<file path="src/rtl/fft_pkg.sv">
// Shared definitions for the 8-point radix-2 FFT slice: sizes, framer FSM states, sample type
// and the Q8.8 twiddle table used by the core.
package fft_pkg;

  localparam int unsigned DATA_W      = 16;
  localparam int unsigned N_POINTS    = 8;
  localparam int unsigned FFT_LATENCY = 5;

  // W8^k = exp(-j*2*pi*k/8) in Q8.8, k = 0..3
  localparam logic signed [DATA_W-1:0] TWIDDLE_RE [4] = '{16'sd256, 16'sd181, 16'sd0, -16'sd181};
  localparam logic signed [DATA_W-1:0] TWIDDLE_IM [4] = '{16'sd0, -16'sd181, -16'sd256, -16'sd181};

  typedef enum logic [1:0] {StFill, StLoad, StStart, StWait} state_e;

  typedef struct packed {
    logic signed [DATA_W-1:0] re;
    logic signed [DATA_W-1:0] im;
  } sample_t;

endpackage

</file>
<file path="src/rtl/fft_frame_buf.sv">
// N_POINTS-entry complex sample store: a staging file filled by index and an output file that
// takes a snapshot on commit, so the flat read-out buses only change when a frame is handed over.
module fft_frame_buf
  import fft_pkg::*;
#(
  parameter int unsigned N_POINTS = fft_pkg::N_POINTS,
  parameter int unsigned DATA_W   = fft_pkg::DATA_W
) (
  input  logic                         clk,
  input  logic                         rst,
  input  logic                         we,
  input  logic [$clog2(N_POINTS)-1:0]  widx,
  input  logic [DATA_W-1:0]            wreal,
  input  logic [DATA_W-1:0]            wimag,
  input  logic                         commit,
  output logic [N_POINTS*DATA_W-1:0]   frame_real,
  output logic [N_POINTS*DATA_W-1:0]   frame_imag
);

  localparam int unsigned IdxW = $clog2(N_POINTS);

  logic [DATA_W-1:0] stage_re_q [N_POINTS];
  logic [DATA_W-1:0] stage_im_q [N_POINTS];
  logic [DATA_W-1:0] out_re_q   [N_POINTS];
  logic [DATA_W-1:0] out_im_q   [N_POINTS];

  always_ff @(posedge clk) begin
    if (rst) begin
      for (int k = 0; k < N_POINTS; k++) begin
        stage_re_q[k] <= '0;
        stage_im_q[k] <= '0;
        out_re_q[k]   <= '0;
        out_im_q[k]   <= '0;
      end
    end else begin
      for (int k = 0; k < N_POINTS; k++) begin
        if (we && (widx == IdxW'(k))) begin
          stage_re_q[k] <= wreal;
          stage_im_q[k] <= wimag;
        end
        // A commit may coincide with the final write; merge it so the snapshot is complete.
        if (commit) begin
          out_re_q[k] <= (we && (widx == IdxW'(k))) ? wreal : stage_re_q[k];
          out_im_q[k] <= (we && (widx == IdxW'(k))) ? wimag : stage_im_q[k];
        end
      end
    end
  end

  for (genvar k = 0; k < N_POINTS; k++) begin : g_flat
    assign frame_real[k*DATA_W +: DATA_W] = out_re_q[k];
    assign frame_imag[k*DATA_W +: DATA_W] = out_im_q[k];
  end

endmodule

</file>
<file path="src/rtl/fft_input_framer.sv">
// Streams complex samples into N_POINTS frames and hands them to the FFT core via write/start.
// Define FFT_INPUT_FRAMER_PINGPONG_EN for double buffering so input keeps flowing while busy.
module fft_input_framer
  import fft_pkg::*;
#(
  parameter int unsigned N_POINTS    = fft_pkg::N_POINTS,
  parameter int unsigned DATA_W      = fft_pkg::DATA_W,
  parameter int unsigned FFT_LATENCY = fft_pkg::FFT_LATENCY
) (
  input  logic                        clk,
  input  logic                        rst,
  input  logic                        s_valid,
  output logic                        s_ready,
  input  logic [DATA_W-1:0]           s_real,
  input  logic [DATA_W-1:0]           s_imag,
  input  logic                        s_last,
  output logic [N_POINTS*DATA_W-1:0]  frame_real,
  output logic [N_POINTS*DATA_W-1:0]  frame_imag,
  output logic                        write,
  output logic                        start,
  output logic                        busy,
  output logic                        frame_err,
  output logic [15:0]                 frame_cnt
);

  localparam int unsigned IdxW  = $clog2(N_POINTS);
  localparam int unsigned WaitW = $clog2(FFT_LATENCY + 1);

  state_e            state_q, state_d;
  logic [IdxW-1:0]   idx_q, idx_d;
  logic [WaitW-1:0]  wait_q, wait_d;
  logic [15:0]       cnt_q, cnt_d;
  logic              err_q, err_d;

  logic beat, at_end, done, early;

  assign beat   = s_valid && s_ready;
  assign at_end = (idx_q == IdxW'(N_POINTS - 1));
  assign done   = beat && at_end;
  assign early  = beat && s_last && !at_end;

`ifdef FFT_INPUT_FRAMER_PINGPONG_EN
  logic                       fill_sel_q, fill_sel_d;
  logic                       disp_sel_q, disp_sel_d;
  logic                       pend_q, pend_d;
  logic                       pend_err_q, pend_err_d;
  logic                       core_free;
  logic [1:0]                 commit;
  logic [N_POINTS*DATA_W-1:0] buf_real [2];
  logic [N_POINTS*DATA_W-1:0] buf_imag [2];

  for (genvar b = 0; b < 2; b++) begin : g_buf
    fft_frame_buf #(
      .N_POINTS (N_POINTS),
      .DATA_W   (DATA_W)
    ) u_buf (
      .clk        (clk),
      .rst        (rst),
      .we         (beat && (fill_sel_q == 1'(b))),
      .widx       (idx_q),
      .wreal      (s_real),
      .wimag      (s_imag),
      .commit     (commit[b]),
      .frame_real (buf_real[b]),
      .frame_imag (buf_imag[b])
    );
  end

  assign frame_real = buf_real[disp_sel_q];
  assign frame_imag = buf_imag[disp_sel_q];
  // The core can take a new frame now or in the cycle right after WAIT expires.
  assign core_free  = (state_q == StFill) || ((state_q == StWait) && (wait_q == WaitW'(1)));
  assign s_ready    = !pend_q;

  always_ff @(posedge clk) begin
    if (rst) begin
      fill_sel_q <= 1'b0;
      disp_sel_q <= 1'b0;
      pend_q     <= 1'b0;
      pend_err_q <= 1'b0;
    end else begin
      fill_sel_q <= fill_sel_d;
      disp_sel_q <= disp_sel_d;
      pend_q     <= pend_d;
      pend_err_q <= pend_err_d;
    end
  end
`else
  logic commit;

  fft_frame_buf #(
    .N_POINTS (N_POINTS),
    .DATA_W   (DATA_W)
  ) u_buf (
    .clk        (clk),
    .rst        (rst),
    .we         (beat),
    .widx       (idx_q),
    .wreal      (s_real),
    .wimag      (s_imag),
    .commit     (commit),
    .frame_real (frame_real),
    .frame_imag (frame_imag)
  );

  assign s_ready = (state_q == StFill);
`endif

  always_comb begin
    state_d = state_q;
    idx_d   = idx_q;
    wait_d  = wait_q;
    cnt_d   = cnt_q;
    err_d   = early;
    if (beat) begin
      idx_d = (at_end || s_last) ? '0 : idx_q + IdxW'(1);
    end

    unique case (state_q)
      StFill:  ;
      StLoad:  state_d = StStart;
      StStart: begin
        state_d = StWait;
        wait_d  = WaitW'(FFT_LATENCY);
      end
      StWait: begin
        wait_d = wait_q - WaitW'(1);
        if (wait_q == WaitW'(1)) begin
          state_d = StFill;
        end
      end
      default: state_d = StFill;
    endcase

`ifdef FFT_INPUT_FRAMER_PINGPONG_EN
    fill_sel_d = fill_sel_q;
    disp_sel_d = disp_sel_q;
    pend_d     = pend_q;
    pend_err_d = pend_err_q;
    commit     = 2'b00;
    if (pend_q && core_free) begin
      // Held frame sits in the buffer not currently selected for filling.
      state_d    = StLoad;
      commit     = fill_sel_q ? 2'b01 : 2'b10;
      disp_sel_d = !fill_sel_q;
      pend_d     = 1'b0;
      cnt_d      = cnt_q + 16'd1;
      err_d      = early || pend_err_q;
    end else if (done) begin
      fill_sel_d = !fill_sel_q;
      if (core_free) begin
        state_d    = StLoad;
        commit     = fill_sel_q ? 2'b10 : 2'b01;
        disp_sel_d = fill_sel_q;
        cnt_d      = cnt_q + 16'd1;
        err_d      = !s_last;
      end else begin
        pend_d     = 1'b1;
        pend_err_d = !s_last;
      end
    end
`else
    commit = 1'b0;
    if (done) begin
      state_d = StLoad;
      commit  = 1'b1;
      cnt_d   = cnt_q + 16'd1;
      err_d   = !s_last;
    end
`endif
  end

  always_ff @(posedge clk) begin
    if (rst) begin
      state_q <= StFill;
      idx_q   <= '0;
      wait_q  <= '0;
      cnt_q   <= '0;
      err_q   <= 1'b0;
    end else begin
      state_q <= state_d;
      idx_q   <= idx_d;
      wait_q  <= wait_d;
      cnt_q   <= cnt_d;
      err_q   <= err_d;
    end
  end

  assign write     = (state_q == StLoad);
  assign start     = (state_q == StStart);
  assign busy      = (state_q != StFill);
  assign frame_err = err_q;
  assign frame_cnt = cnt_q;

endmodule

</file>
<file path="config.mk">
export PLATFORM = sky130hd
export DESIGN_NAME = fft_input_framer
export DESIGN_NICKNAME = d
export VERILOG_FILES = /design/src/rtl/fft_pkg.sv /design/src/rtl/fft_frame_buf.sv /design/src/rtl/fft_input_framer.sv
export SDC_FILE = /design/constraint.sdc
export NUM_CORES = 1
export LEC_CHECK = 0
export BUFFER_PORTS_ARGS = -buffer_cell sky130_fd_sc_hd__buf_2
export CORE_MARGIN = 4
export CORE_UTILIZATION = 44
export CTS_BUF_LIST = sky130_fd_sc_hd__clkbuf_4
export CTS_CLUSTER_DIAMETER = 30
export DETAILED_ROUTE_END_ITERATION = 8
export PLACE_DENSITY = 0.75
export SLEW_MARGIN = 20
export SYNTH_ARGS = -nofsm -noshare
export SYNTH_HDL_FRONTEND = slang
export SYNTH_SLANG_ARGS = --single-unit
</file>
<file path="constraint.sdc">
create_clock -name clk -period 11.1 [get_ports clk]
set_clock_uncertainty 0.1 [all_clocks]
set_input_delay 1.665 -clock clk [delete_from_list [all_inputs] [get_ports clk]]
set_output_delay 1.665 -clock clk [all_outputs]
set_load 0.02 [all_outputs]
</file>
# Yosys cells after proc, flatten, opt, wreduce, memory -nomap -nowiden
# Memory sizes are Yosys's and may differ from the RTL's.
# Cells that the tools add are included.
word_totals:
  reg_bits: 25
  ram_bits: 512
  out_inout_bits: 277
  word_cells: 164
  n_memories: 4
memory_table:
  columns: ["memory", "depth", "word_bits", "read_ports", "rd_clocked_by_memory_dff", "wr", "line_no", "text"]
  rows:
  - ["u_buf.out_im_q", 8, 16, 8, 0, 8, "fft_frame_buf.sv:25", "logic [DATA_W-1:0] out_im_q [N_POINTS];"]
  - ["u_buf.out_re_q", 8, 16, 8, 0, 8, "fft_frame_buf.sv:24", "logic [DATA_W-1:0] out_re_q [N_POINTS];"]
  - ["u_buf.stage_im_q", 8, 16, 8, 0, 8, "fft_frame_buf.sv:23", "logic [DATA_W-1:0] stage_im_q [N_POINTS];"]
  - ["u_buf.stage_re_q", 8, 16, 8, 0, 8, "fft_frame_buf.sv:22", "logic [DATA_W-1:0] stage_re_q [N_POINTS];"]
op_classes:
  add_sub_neg: 3
  n_eq_ne: 13
  n_mux: 83
  bitwise: 32
  n_reduce_logical: 23
ops:
  columns: ["cell", "count"]
  rows:
  - ["$mux W16", 48]
  - ["$or A1 B1 Y1", 32]
  - ["$mux W1", 31]
  - ["$add A16 B1 Y16 const B", 1]
  - ["$eq A3 B3 Y1 const B", 4]
  - ["$logic_and A1 B1 Y1", 11]
  - ["$eq A3 B1 Y1 const B", 2]
  - ["$eq A3 B2 Y1 const B", 2]
  - ["$pmux W2 S3", 1]
  - ["$pmux W3 S2", 1]
  - ["$eq A2 B2 Y1 const B", 2]
  - ["$reduce_and A2 Y1", 2]
  - ["$reduce_bool A2 Y1", 2]
  - ["$reduce_bool A4 Y1", 1]
  - ["$add A3 B1 Y3 const B", 1]
  - ["$logic_not A3 Y1", 1]
  - ["$mux W3", 1]
  - ["$ne A3 B3 Y1 const B", 1]
  - ["$reduce_bool A3 Y1", 1]
  - ["$sub A3 B1 Y3 const B", 1]
  - ["$eq A2 B1 Y1 const B", 1]
  - ["$logic_not A1 Y1", 2]
  - ["$logic_not A2 Y1", 1]
  - ["$mux W2", 1]
  - ["3 further kinds", 3]

# Logic depth before layout (Yosys ltp)
# Gate-level depths: netlist (run 1).
depth:
  ltp_word: 8
  depth_mapped: 8
  mapped_depth_nobuf: 6

# By module
# From an unflattened synthesis (run 1), not the netlist that was laid out.
unflattened:
  hier_cells: 1631
  hier_area_um2: 23289.8
modules_own_cells:
  columns: ["mod", "n_inst", "cells_each", "area_each_um2", "seq_area_each_um2"]
  rows:
  - ["fft_frame_buf", 1, 1497, 22076.2, 15374.7]
  - ["fft_input_framer", 1, 134, 1213.7, 500.5]

# Least setup slack after synthesis (run 1)
# No wires, ideal clock.
synth_timing:
  kind: "input -> register"
  startpoint: "in rst"
  endpoint: "mem u_buf.out_im_q[0][0] (enable)"
  arrival_time_ns: 9.075
  t_required_ns: 10.297
  slack_ns: 1.222
  path_stages: 3
  n_path_buf: 2
  cell_sequence: "clkbuf_1 > clkbuf_1 > nand2b_1"
synth_rtl:
  columns: ["element", "line_no", "text"]
  rows:
  - ["start, declared", "fft_input_framer.sv:11", "input logic rst,"]
  - ["end, declared", "fft_frame_buf.sv:25", null]

# Final worst setup path (run 1)
layout_timing:
  startpoint: "reg state_q[1]"
  endpoint: "out busy"
layout_between:
  elab_chain_len: 1
layout_lines:
  columns: ["element", "line_no", "text"]
  rows:
  - ["start, declared", "fft_input_framer.sv:29", "state_e state_q, state_d;"]
  - ["start signal, assigned", "fft_input_framer.sv:175", "state_q <= StFill;"]
  - ["start signal, assigned", "fft_input_framer.sv:181", "state_q <= state_d;"]
  - ["$reduce_bool A2 Y1", "fft_input_framer.sv:191", "assign busy = (state_q != StFill);"]
  - ["end, declared", "fft_input_framer.sv:21", "output logic busy,"]
# No other way between the ends.

==> summary.md, run 1 <==
| Metric | Value |
|---|---|
| Count of boundary I/O pins | `313` |
| Pleak | `10.3 nW` |
| GRT overflow | `0` |
| Drt first-iter violations | `1388` |
| Slew at the pin closest to its max-slew limit | `1050 ps` |
| Die Span Y | `231 µm` |
| # resized after CTS | `0` |
| Hold crit path type | `flop to flop` |
| Num CTS Buffers | `139` |
| Worst Setup SP | `state_q[1]` |
| RSZ-0062 raised after global routing | `no` |
| P_sw | `1.12 mW` |
| CP endpoint kind | `primary output` |
| DP HPWL | `38.3 mm` |
| Crit path max-delay family | `buffers and inverters` |
| Layout area overhead | `17.8%` |
| Top achievable clock speed | `257 MHz` |
| Predominant post-synthesis flop cell | `edfxtp_1` |
| Levels on crit path | `4` |
| Final nets | `2222` |
| Final Hold Viols | `0` |
| Std cell rows | `81` |
| CTS clk-pin slew, worst paths | `60 ps` |
| EDFF count, synth | `512` |
| Die width | `231 µm` |
| Full die area | `53200 µm²` |
| Switching share of power | `24.6%` |
| Crit path to | `busy` |
| Combinational power share | `8.7%` |
| Number of global-route vias before repair | `15200` |
| Antenna violations before repair | `4` |
| Root buffer cell | `clkbuf_4` |
| Sequential area share after synthesis | `72.7%` |
| Clock sink count | `537` |
| Status | `complete, no violations` |
| CTS tree | `done` |
| Critical path buffer and inverter count | `3` |
| Setup tns final | `0 ps` |
| Most frequent cell on the critical path | `inv_1` |
| FFs w/ async S/R, synth | `0%` |
| Post-CTS setup buffers | `0` |
| Hold path depth | `1` |
| Worst hold slack | `402 ps` |
| Later-pin clock latency in the skew report | `860 ps` |
| Global placer's final weighted congestion | `0.841` |
| Number of remaining DRC errors | `0` |
| Min-Delay Startpoint | `wait_q[2]` |
| Netlist Area Pre-Place | `21800 µm²` |
| Tmin final | `3900 ps` |
| Layout cells sized above 1 | `25.1%` |
| Period utilization | `35.1%` |
| Final setup vio count | `0` |
| WP data required | `9340 ps` |
| CP Launch Type | `flop` |
| RR Startpoint | `state_q[1]` |
| Max VDD drop | `84.0 µV` |
| Clock Power Share | `38.9%` |
| Post-CTS Hold Buffers | `0` |
| DR vias/cell | `5.20` |
| Critical Path Max Stage Delay | `450 ps` |
| Total GRT Usage | `21.4%` |
| CTS Buffer Depth | `3` |
| Routed len/inst | `20.0 µm` |
| Drt first pass iters | `6` |
| Synth warn | `0` |
| FF-to-FF setup slack | `7350 ps` |
| Starting Density | `44.6%` |
| R2R Path End | `u_buf.stage_re_q[0][15]` |
| Vias | `15200` |
| WL final | `58.6 mm` |
| Crit Path Max Fanout | `9` |
| WS Path Type | `flop to primary output` |
| Largest net degree at the start of global routing | `145` |
| CP max stage cell | `ha_1` |
| Power Dens Cells | `177 nW/µm²` |
| Post-Synthesis Cells | `1847` |
| R2R cell count | `5` |
| IO buf count | `312` |
| Critical path cell sequence | `inv_1 > ha_1 > inv_1 > buf_2` |
| Rel. slew slack | `30.2%` |
| Post-Syn Nets | `1897` |
| Final Max Tran Viols | `0` |
| Crit path arrival time | `2130 ps` |
| CTS H-tree depth | `4` |
| Synth Register Bits | `537` |
| Max capacitance violation total | `0` |
| Post-synthesis cell type count | `37` |
| First-pass GRT wire length | `87.9 mm` |
| CORE AREA | `49000 µm²` |
| Post-route ant nets | `0` |
| Power Internal | `3.44 mW` |
| Syn_area_per_cell | `11.8 µm²` |
| Flop pwr share | `52.4%` |
## worst min path at each step
| stage | slack (ps) | endpoint |
|---|---|---|
| 2_1_floorplan | 350 | wait_q[2] |
| 3_3_place_gp | 360 | frame_cnt[15] |
| 3_5_place_dp | 370 | frame_cnt[15] |
| 4_1_cts | 400 | wait_q[2] |
| 5_1_grt | 430 | frame_cnt[15] |
| 6_report | 400 | wait_q[2] |
## Yosys cell counts (all sizes together) (6+ instances only)
library cell	instances	area share (%)
inv	41	0.71
nand2	521	9.0
dfxtp	25	2.3
nor3	6	0.14
xor2	6	0.24
buf	30	0.62
nand2b	41	1.2
nand3	11	0.28
and3	7	0.20
ha	14	0.80
a21oi	265	6.1
nor2	120	2.1
edfxtp	512	70
and2	92	2.6
clkbuf	117	2.0
## worst reg2reg max path, stage by stage (launching register included)
cell and delay, ps:
dfxtp_1 340, inv_1 110, ha_1 450, nor2b_1 430, nand3_2 860, nand2b_2 1060
## registers in the layout, indices dropped and copies added (netlist names)
| register | flops |
|---|---|
| frame_cnt | 16 |
| state_q | 2 |
| u_buf.stage_im_q | 128 |
| frame_err | 1 |
| idx_q | 3 |
| u_buf.out_im_q | 128 |
| u_buf.out_re_q | 128 |
| u_buf.stage_re_q | 128 |
| wait_q | 3 |
## area by class of cell
type	instances	area, µm²
fill	4187	23200
antenna	3	7.51
clock inverter	34	349
clock buffer	196	1470
sequential	537	15900
timing repair buffer	331	1740
inverter	41	154
multi-input combinational	1122	5290
tap	664	831
## power by group through the flow
| stage | Combinational [mW] | Clock (mW) | Sequential, mW |
|---|---|---|---|
| floorplan | 0.200 | 0 | 2.48 |
| global placement | 0.382 | 0 | 2.43 |
| detailed placement | 0.394 | 0 | 2.43 |
| CTS | 0.396 | 1.81 | 2.39 |
| global route | 0.432 | 1.91 | 2.40 |
| finish | 0.397 | 1.77 | 2.39 |
## stage by stage
step / utilization [%] / setup slack [ps] / cell area (µm²) / total power, mW / cells
after floorplan: - / 1220 / 21800 / 2.69 / 1847
after global placement: 48.7 / 6590 / 23900 / 2.81 / 2694
after detailed placement: 48.7 / 6510 / 23900 / 2.83 / 2694
after CTS: 52.5 / 7170 / 25700 / 4.59 / 2924
after global routing: 52.5 / 7000 / 25700 / 4.74 / 2926
final: 52.5 / 7200 / 25700 / 4.56 / 2928
## layer usage
layer / wire (µm) / track usage (%) / vias up
met2: 26800 / 32.6 / 768
met4: 2050 / 10.0 / 2
li1: - / - / 7032
met3: 5620 / 5.60 / 137
met1: 24100 / 29.1 / 7299
met5: 13 / 0 / -
## cells in the final DEF, fill, tap and decap left out, types with 3 or more instances in the layout
cell       instances
buf_2            311
clkbuf_4         196
inv_1             41
inv_2              4
nand4_1            4
a21oi_1          265
nor2b_1            3
diode_2            3
bufinv_16          8
ha_1              14
nor3_1             4
clkinv_1          15
edfxtp_1         512
and2_1            92
xnor2_1            4
and3_1             5
xor2_1             6
clkinv_2           6
o31ai_1            4
dfxtp_1           25
nand2_1          520
nand2b_1          34
nand2b_2           5
nand3_1            6
nor2_1           119
mux2i_1            3
nand3_2            5
or4_1              4
buf_4             18
## kinds of logic (layout without fill, tap and decap cells)
logic type | Yosys count | count (layout) | synth area share, %
compound gates | 276 | 276 | 6.44
buf+inv | 188 | 602 | 3.34
mux | 4 | 4 | 0.189
simple gates | 818 | 818 | 16.1
other cells | 0 | 3 | 0
xor+xnor | 10 | 10 | 0.401
fa+ha+maj | 14 | 14 | 0.802
flops | 537 | 537 | 72.7
Note: power is estimated with default switching activity, not from simulation.
==> inputs of run 2 (changes only) <==
ABC_AREA = 1   (was not set)
PLACE_DENSITY = 0.78   (was 0.75)
clock period = 3.4 ns   (was 11.1 ns; I/O delays follow)
==> run 2 against run 1 <==
Effect of this change:
- sequential share of layout area down 0.58 points
- non-clock buffer count rose by 53
- sequential power grew to 3.3 times the previous value
- global-route usage is 1.4 points higher
- critical path type is now flop to flop
- sequential cell count unchanged
- largest power group unchanged
- clock power increased to 3.3 times the previous value
- design area is 0.96% higher
- count of clock-buffer cells in the layout up 2
- cell count is 4.1% lower
- total power grew to 3.3 times the previous value
==> summary.md, run 2 <==
| Metric | Value |
|---|---|
| Global placer's final weighted congestion | `0.867 (was 0.841)` |
| Layout area overhead | `20.6% (was 17.8%)` |
| Critical path cell sequence | `inv_1 > ha_1 > nand2_2 > nor3_4 > buf_4 > nor2_1 > a211oi_1 (was inv_1 > ha_1 > inv_1 > buf_2)` |
| Period utilization | `83.3%` |
| Power Dens Cells | `580 nW/µm² (was 177 nW/µm²)` |
| Layout cells sized above 1 | `29.4% (was 25.1%)` |
| WL final | `61.6 mm (was 58.6 mm)` |
| Tmin final | `2830 ps` |
| Synth warn | `0 (unchanged)` |
| EDFF count, synth | `512 (unchanged)` |
| Post-synthesis cell type count | `34 (was 37)` |
| CP endpoint kind | `flop (was primary output)` |
| Hold path depth | `5 (was 1)` |
| R2R cell count | `7 (was 5)` |
| CP Launch Type | `flop (unchanged)` |
| FFs w/ async S/R, synth | `0% (unchanged)` |
| CTS H-tree depth | `4 (unchanged)` |
| Commonest cells post-synth | `edfxtp_1, nor2_1, a21oi_1 (was nand2_1, edfxtp_1, a21oi_1)` |
| Synth Register Bits | `537 (unchanged)` |
| RSZ-0062 raised after global routing | `no (unchanged)` |
| Vias | `15600 (was 15200)` |
| Total GRT Usage | `22.8% (was 21.4%)` |
| Number of remaining DRC errors | `0 (unchanged)` |
| Critical Path Max Stage Delay | `690 ps (was 450 ps)` |
| CTS Buffer Depth | `3 (unchanged)` |
| Number of global-route vias before repair | `15300 (was 15200)` |
| Die Span Y | `229 µm (was 231 µm)` |
| Synth area leaders | `edfxtp_1, nor2_1, a21oi_1 (was edfxtp_1, nand2_1, a21oi_1)` |
| Syn_area_per_cell | `12.9 µm² (was 11.8 µm²)` |
| Setup tns final | `0 ps (unchanged)` |
| Root buffer cell | `clkbuf_4 (unchanged)` |
| Largest net degree at the start of global routing | `84 (was 145)` |
| Routed len/inst | `21.9 µm (was 20.0 µm)` |
| Worst hold slack | `142 ps (was 402 ps)` |
| Std cell rows | `80 (was 81)` |
| Sequential area share after synthesis | `73.7% (was 72.7%)` |
| IO buf count | `312 (unchanged)` |
| Drt first pass iters | `6 (unchanged)` |
| Post-Synthesis Cells | `1673 (was 1847)` |
| Slew at the pin closest to its max-slew limit | `818 ps (was 1050 ps)` |
| Pleak | `10.1 nW (was 10.3 nW)` |
| WS Path Type | `flop to flop (was flop to primary output)` |
| CP max stage cell | `buf_4 (was ha_1)` |
| Post-Syn Nets | `1723 (was 1897)` |
| Area share of the largest cell type after synthesis | `71.4% (was 70.4%)` |
| Final nets | `2135 (was 2222)` |
| Num CTS Buffers | `141 (was 139)` |
| Final core utilization | `54.0% (was 52.5%)` |
| WP data required | `3920 ps (was 9340 ps)` |
| Reg area | `15900 µm² (about the same)` |
| Final setup vio count | `0 (unchanged)` |
| Netlist Area Pre-Place | `21500 µm² (was 21800 µm²)` |
| Count of boundary I/O pins | `313 (unchanged)` |
| Predominant post-synthesis flop cell | `edfxtp_1 (unchanged)` |
| Max VDD drop | `340 µV (was 84.0 µV)` |
| DR vias/cell | `5.56 (was 5.20)` |
| GRT overflow | `0 (unchanged)` |
| Antenna violations before repair | `3 (was 4)` |
| CORE AREA | `48000 µm² (was 49000 µm²)` |
| Post-route ant nets | `0 (unchanged)` |
| CTS clk-pin slew, worst paths | `60 ps (about the same)` |
| Hold crit path type | `primary input to flop (was flop to flop)` |
| Status | `complete, no violations (unchanged)` |
| Drt first-iter violations | `2022 (was 1388)` |
| Final worst slack | `567 ps (was 7200 ps)` |
| Synth area leader | `edfxtp_1 (unchanged)` |
| Max capacitance violation total | `0 (unchanged)` |
| Area of the multi-input gates | `4780 µm² (was 5290 µm²)` |
| Final Hold Viols | `0 (unchanged)` |
| Rel. slew slack | `45.5% (was 30.2%)` |
| FILL cells | `3933 (was 4187)` |
| Final Max Tran Viols | `0 (unchanged)` |
| DP HPWL | `39.3 mm (was 38.3 mm)` |
| CTS tree | `done (unchanged)` |
| Count leader, synth | `edfxtp_1 (was nand2_1)` |
| Full die area | `52500 µm² (was 53200 µm²)` |
| Top achievable clock speed | `353 MHz` |
| Clock sink count | `537 (unchanged)` |
| Most frequent cells in the layout | `edfxtp_1, nor2_1, buf_2 (was nand2_1, edfxtp_1, buf_2)` |
| Starting Density | `44.8% (was 44.6%)` |
| First-pass GRT wire length | `91.9 mm (was 87.9 mm)` |
| Later-pin clock latency in the skew report | `860 ps (about the same)` |
| Dpl ws | `628 ps (was 6510 ps)` |
| Crit Path Max Fanout | `64 (was 9)` |
| Die width | `229 µm (was 231 µm)` |
| Crit path arrival time | `3350 ps (was 2130 ps)` |
| Most common cell after layout, fill and taps aside | `edfxtp_1 (was nand2_1)` |
## run 2: cell count changes after synthesis, sizes merged, moves of 79 or more
cell / change
o21ai: +120
nor2: +215
nand2: -433
a21oi: -106
clkbuf: -79
and2: -92
## run 2: worst max-delay path: cells and delay by family (launching register included)
kind,cells,cell delay [ps]
buf+inv,2,800
fa+ha+maj,1,350
compound gates,1,310
flops,1,340
simple gates,3,680
## run 2: cell type report
cell class                 instances  share of cell area (%)
antenna                            3                  0.0289
clock buffer                     198                    5.72
clock inverter                    51                    1.45
inverter                         101                    1.48
multi-input combinational        920                    18.4
sequential                       537                    61.1
tap                              615                    2.96
timing repair buffer             384                    8.81
## run 2: cells by family (layout without fill, tap and decap cells)
group	after synthesis	after routing	share of synthesized area [%]
flip-flops	537	537	73.7
AND/OR/NAND/NOR	511	511	9.73
AO/OA/AOI/OAI	394	394	11.3
buffers and inverters	216	734	4.35
adder cells (fa/ha/maj)	14	14	0.813
XOR/XNOR	1	1	0.0407
other	0	3	0
## run 2: path summary, 6_finish.rpt
check              from                    end  slack (ps)
max reg2reg  state_q[0]  u_buf.out_im_q[1][16]         570
max          state_q[0]  u_buf.out_im_q[1][16]         570
min             s_valid           frame_cnt[0]         140
min reg2reg   wait_q[1]              wait_q[1]         410
## run 2: power by group
group / switching (mW) / internal, mW
clock network: 2.66 / 3.16
registers: 0.139 / 7.66
logic: 1.12 / 0.334
total: 3.91 / 11.2
## run 2: what timing repair did
| action | in CTS | in global routing |
|---|---|---|
| endpoints found under the setup margin | 0 | 0 |
| setup buffers | 0 | 0 |
| hold buffers | 34 | 0 |
| gates resized for setup | 0 | 0 |
| hold endpoints to repair | 43 | 0 |
## run 2: metrics by stage
stage / std cells / power, mW / instance area (µm²)
after floorplan: 1673 / 8.79 / 21500
after CTS: 2806 / 15.2 / 26000
after global routing: 2809 / 15.7 / 26000
after detailed placement: 2523 / 9.34 / 23800
final: 2809 / 15.1 / 26000
after global placement: 2523 / 9.29 / 23800
## run 2: layer usage
| layer | vias to the layer above | wire (µm) | GRT usage, % | part of all wire (%) |
|---|---|---|---|---|
| li1 | 6933 | - | - | - |
| met1 | 7445 | 24600 | 30.8 | 40 |
| met2 | 1056 | 27400 | 33.8 | 44 |
| met3 | 174 | 7200 | 7.48 | 12 |
| met4 | 0 | 2420 | 10.2 | 3.9 |
| met5 | - | 0 | 0 | 0 |
==> inputs of run 3 (changes only) <==
ABC_AREA = 0   (was 1)
PLACE_DENSITY = 0.77   (was 0.78)
clock period = 2.3 ns   (was 3.4 ns; I/O delays follow)
==> run 3 against run 2 <==
Effect of this change:
- worst hold slack improved by 240 ps
- register-to-register slack worse by 420 ps
- critical path depth fell by 4
- utilization up 0.59 points
- count of clock-buffer cells in the layout grew 4
- sequential power grew 47%
- non-clock buffer count increased by 23
- critical path type is now flop to primary output
- total power rose by 48%
- first-iteration DRC count decreased by 13%
- combinational power grew 49%
- worst setup slack worse by 450 ps
==> summary.md, run 3 (synthesized netlist as in run 1, its figures left out) <==
| Metric | Value |
|---|---|
| Most frequent cells in the layout | `nand2_1, edfxtp_1, buf_2 (was edfxtp_1, nor2_1, buf_2)` |
| Reg area | `15900 µm² (about the same)` |
| Die Span Y | `231 µm (was 229 µm)` |
| Area of the multi-input gates | `5360 µm² (was 4780 µm²)` |
| R2R cell count | `5 (was 7)` |
| Final setup vio count | `0 (unchanged)` |
| Vias | `15700 (was 15600)` |
| RSZ-0062 raised after global routing | `yes (was no)` |
| R2R Path End | `frame_cnt[14] (was u_buf.out_im_q[1][16])` |
| Power Dens Cells | `836 nW/µm² (was 580 nW/µm²)` |
| Critical Path Max Stage Delay | `320 ps (was 690 ps)` |
| Antenna violations before repair | `3 (unchanged)` |
| CTS tree | `done (unchanged)` |
| WP data required | `1860 ps (was 3920 ps)` |
| Fin area | `26700 µm² (was 26000 µm²)` |
| Largest net degree at the start of global routing | `67 (was 84)` |
| FILL cells | `4037 (was 3933)` |
| Final nets | `2302 (was 2135)` |
| Critical path cell sequence | `inv_2 > ha_2 > buf_4 (was inv_1 > ha_1 > nand2_2 > nor3_4 > buf_4 > nor2_1 > a211oi_1)` |
| Final Hold Viols | `0 (unchanged)` |
| First-pass GRT wire length | `88.7 mm (was 91.9 mm)` |
| Status | `complete, no violations (unchanged)` |
| Hold crit path type | `primary input to flop (unchanged)` |
| Drt first pass iters | `6 (unchanged)` |
| CP max stage cell | `dfxtp_1 (was buf_4)` |
| Rel. slew slack | `50.1% (was 45.5%)` |
| Combinational power share | `9.7% (was 9.6%)` |
| Flop pwr share | `51.5% (was 51.8%)` |
| Max capacitance violation total | `0 (unchanged)` |
| Slew at the pin closest to its max-slew limit | `745 ps (was 818 ps)` |
| WL final | `58.9 mm (was 61.6 mm)` |
| Endpoint, Worst Hold | `u_buf.out_im_q[1][32] (was frame_cnt[0])` |
| Layout cells sized above 1 | `27.0% (was 29.4%)` |
| CTS H-tree depth | `4 (unchanged)` |
| Period utilization | `94.8%` |
| Crit path arrival time | `1740 ps (was 3350 ps)` |
| DR vias/cell | `5.19 (was 5.56)` |
| RR Startpoint | `idx_q[2] (was state_q[0])` |
| FF-to-FF setup slack | `150 ps (was 570 ps)` |
| Full die area | `53200 µm² (was 52500 µm²)` |
| Post-Place Cell Area | `24400 µm² (was 23800 µm²)` |
| GRT overflow | `0 (unchanged)` |
| CTS clk-pin slew, worst paths | `70 ps (was 60 ps)` |
| Tmin final | `2180 ps` |
| Top achievable clock speed | `458 MHz` |
| Global placer's final weighted congestion | `0.893 (was 0.867)` |
| P_sw | `5.56 mW (was 3.91 mW)` |
| Pleak | `10.8 nW (was 10.1 nW)` |
| Total GRT Usage | `21.8% (was 22.8%)` |
| Crit path max-delay family | `flip-flops (was buffers and inverters)` |
| Routed len/inst | `19.5 µm (was 21.9 µm)` |
| Hold path depth | `4 (was 5)` |
| WS Path Type | `flop to primary output (was flop to flop)` |
| Die width | `231 µm (was 229 µm)` |
| CP Launch Type | `flop (unchanged)` |
| IO buf count | `312 (unchanged)` |
| Final Max Tran Viols | `0 (unchanged)` |
| Switching share of power | `24.9% (was 26.0%)` |
| Std cell rows | `81 (was 80)` |
| Num CTS Buffers | `143 (was 141)` |
| DP HPWL | `39.2 mm (was 39.3 mm)` |
| Later-pin clock latency in the skew report | `910 ps (was 860 ps)` |
| Number of remaining DRC errors | `0 (unchanged)` |
| CORE AREA | `49000 µm² (was 48000 µm²)` |
| CTS Buffer Depth | `3 (unchanged)` |
| Clock sink count | `537 (unchanged)` |
| Max VDD drop | `427 µV (was 340 µV)` |
| Setup tns final | `0 ps (unchanged)` |
| Min-Delay Startpoint | `s_imag[0] (was s_valid)` |
| Power Internal | `16.8 mW (was 11.2 mW)` |
| Most common cell after layout, fill and taps aside | `nand2_1 (was edfxtp_1)` |
| Starting Density | `44.6% (was 44.8%)` |
| Clock Power Share | `38.8% (was 38.6%)` |
| CP endpoint kind | `primary output (was flop)` |
| Post-route ant nets | `0 (unchanged)` |
| Crit Path Max Fanout | `5 (was 64)` |
| Count of boundary I/O pins | `313 (unchanged)` |
| Drt first-iter violations | `1756 (was 2022)` |
| Critical path buffer and inverter count | `2 (unchanged)` |
| Number of global-route vias before repair | `15400 (was 15300)` |
| Layout area overhead | `22.5% (was 20.6%)` |
| Root buffer cell | `clkbuf_4 (unchanged)` |
run 3: stage by stage:
step | instances | power [mW] | util, % | hold WS [ps] | setup WS, ps
2_1_floorplan | 1847 | 12.9 | - | 348 | -1120
4_1_cts | 3014 | 22.5 | 54.5 | 214 | -58.9
5_1_grt | 3018 | 23.4 | 54.6 | 282 | -32.4
3_5_place_dp | 2732 | 13.7 | 49.9 | 376 | -118
6_report | 3018 | 22.4 | 54.6 | 382 | 119
3_3_place_gp | 2732 | 13.7 | 49.9 | 358 | -8.58
run 3: how the worst max path moves through the flow:
stage / start / endpoint / slack, ps / cells after the start
after CTS: state_q[0] / write / -60 / 3
final: state_q[0] / start / 120 / 3
after global placement: state_q[1] / u_buf.stage_re_q[0][1] / -9 / 6
after global routing: state_q[0] / start / -30 / 3
after floorplan: idx_q[1] / u_buf.out_im_q[0][0] / -1120 / 5
after detailed placement: state_q[1] / u_buf.stage_re_q[0][1] / -120 / 6
run 3: worst min-delay path, cell delays in order:
cell	delay, ps
dlygate4sd3_1	540
buf_2	220
nand2_1	90
a21oi_1	50
run 3: cell type report:
class	instances	share of cell area (%)
flip-flops and latches	537	59.4
multi-input cells	1122	20.0
repair buffers	407	9.81
clock buffers	202	5.67
well taps	664	3.11
clock inverters	42	1.36
inverters	41	0.594
diodes	3	0.0281
run 3: power groups by stage:
stage,Sequential [mW],Clock (mW),Combinational (mW)
4_1_cts,11.5,8.86,2.13
2_1_floorplan,11.9,0,0.993
6_report,11.5,8.68,2.16
3_5_place_dp,11.7,0,2.02
3_3_place_gp,11.7,0,1.97
5_1_grt,11.6,9.49,2.35
run 3: metal layers:
layer  GRT usage (%)  routed length (µm)
met5               0                  13
met4            9.89                1840
met3            7.58                6220
met2            32.5               27000
met1            28.8               23900
run 3: timing repair:
action	in CTS	in global routing
setup buffers	1	1
gates resized for setup	12	10
pin swaps	0	1
endpoints found under the setup margin	49	62
hold buffers	37	0
endpoints found under the hold margin	616	0
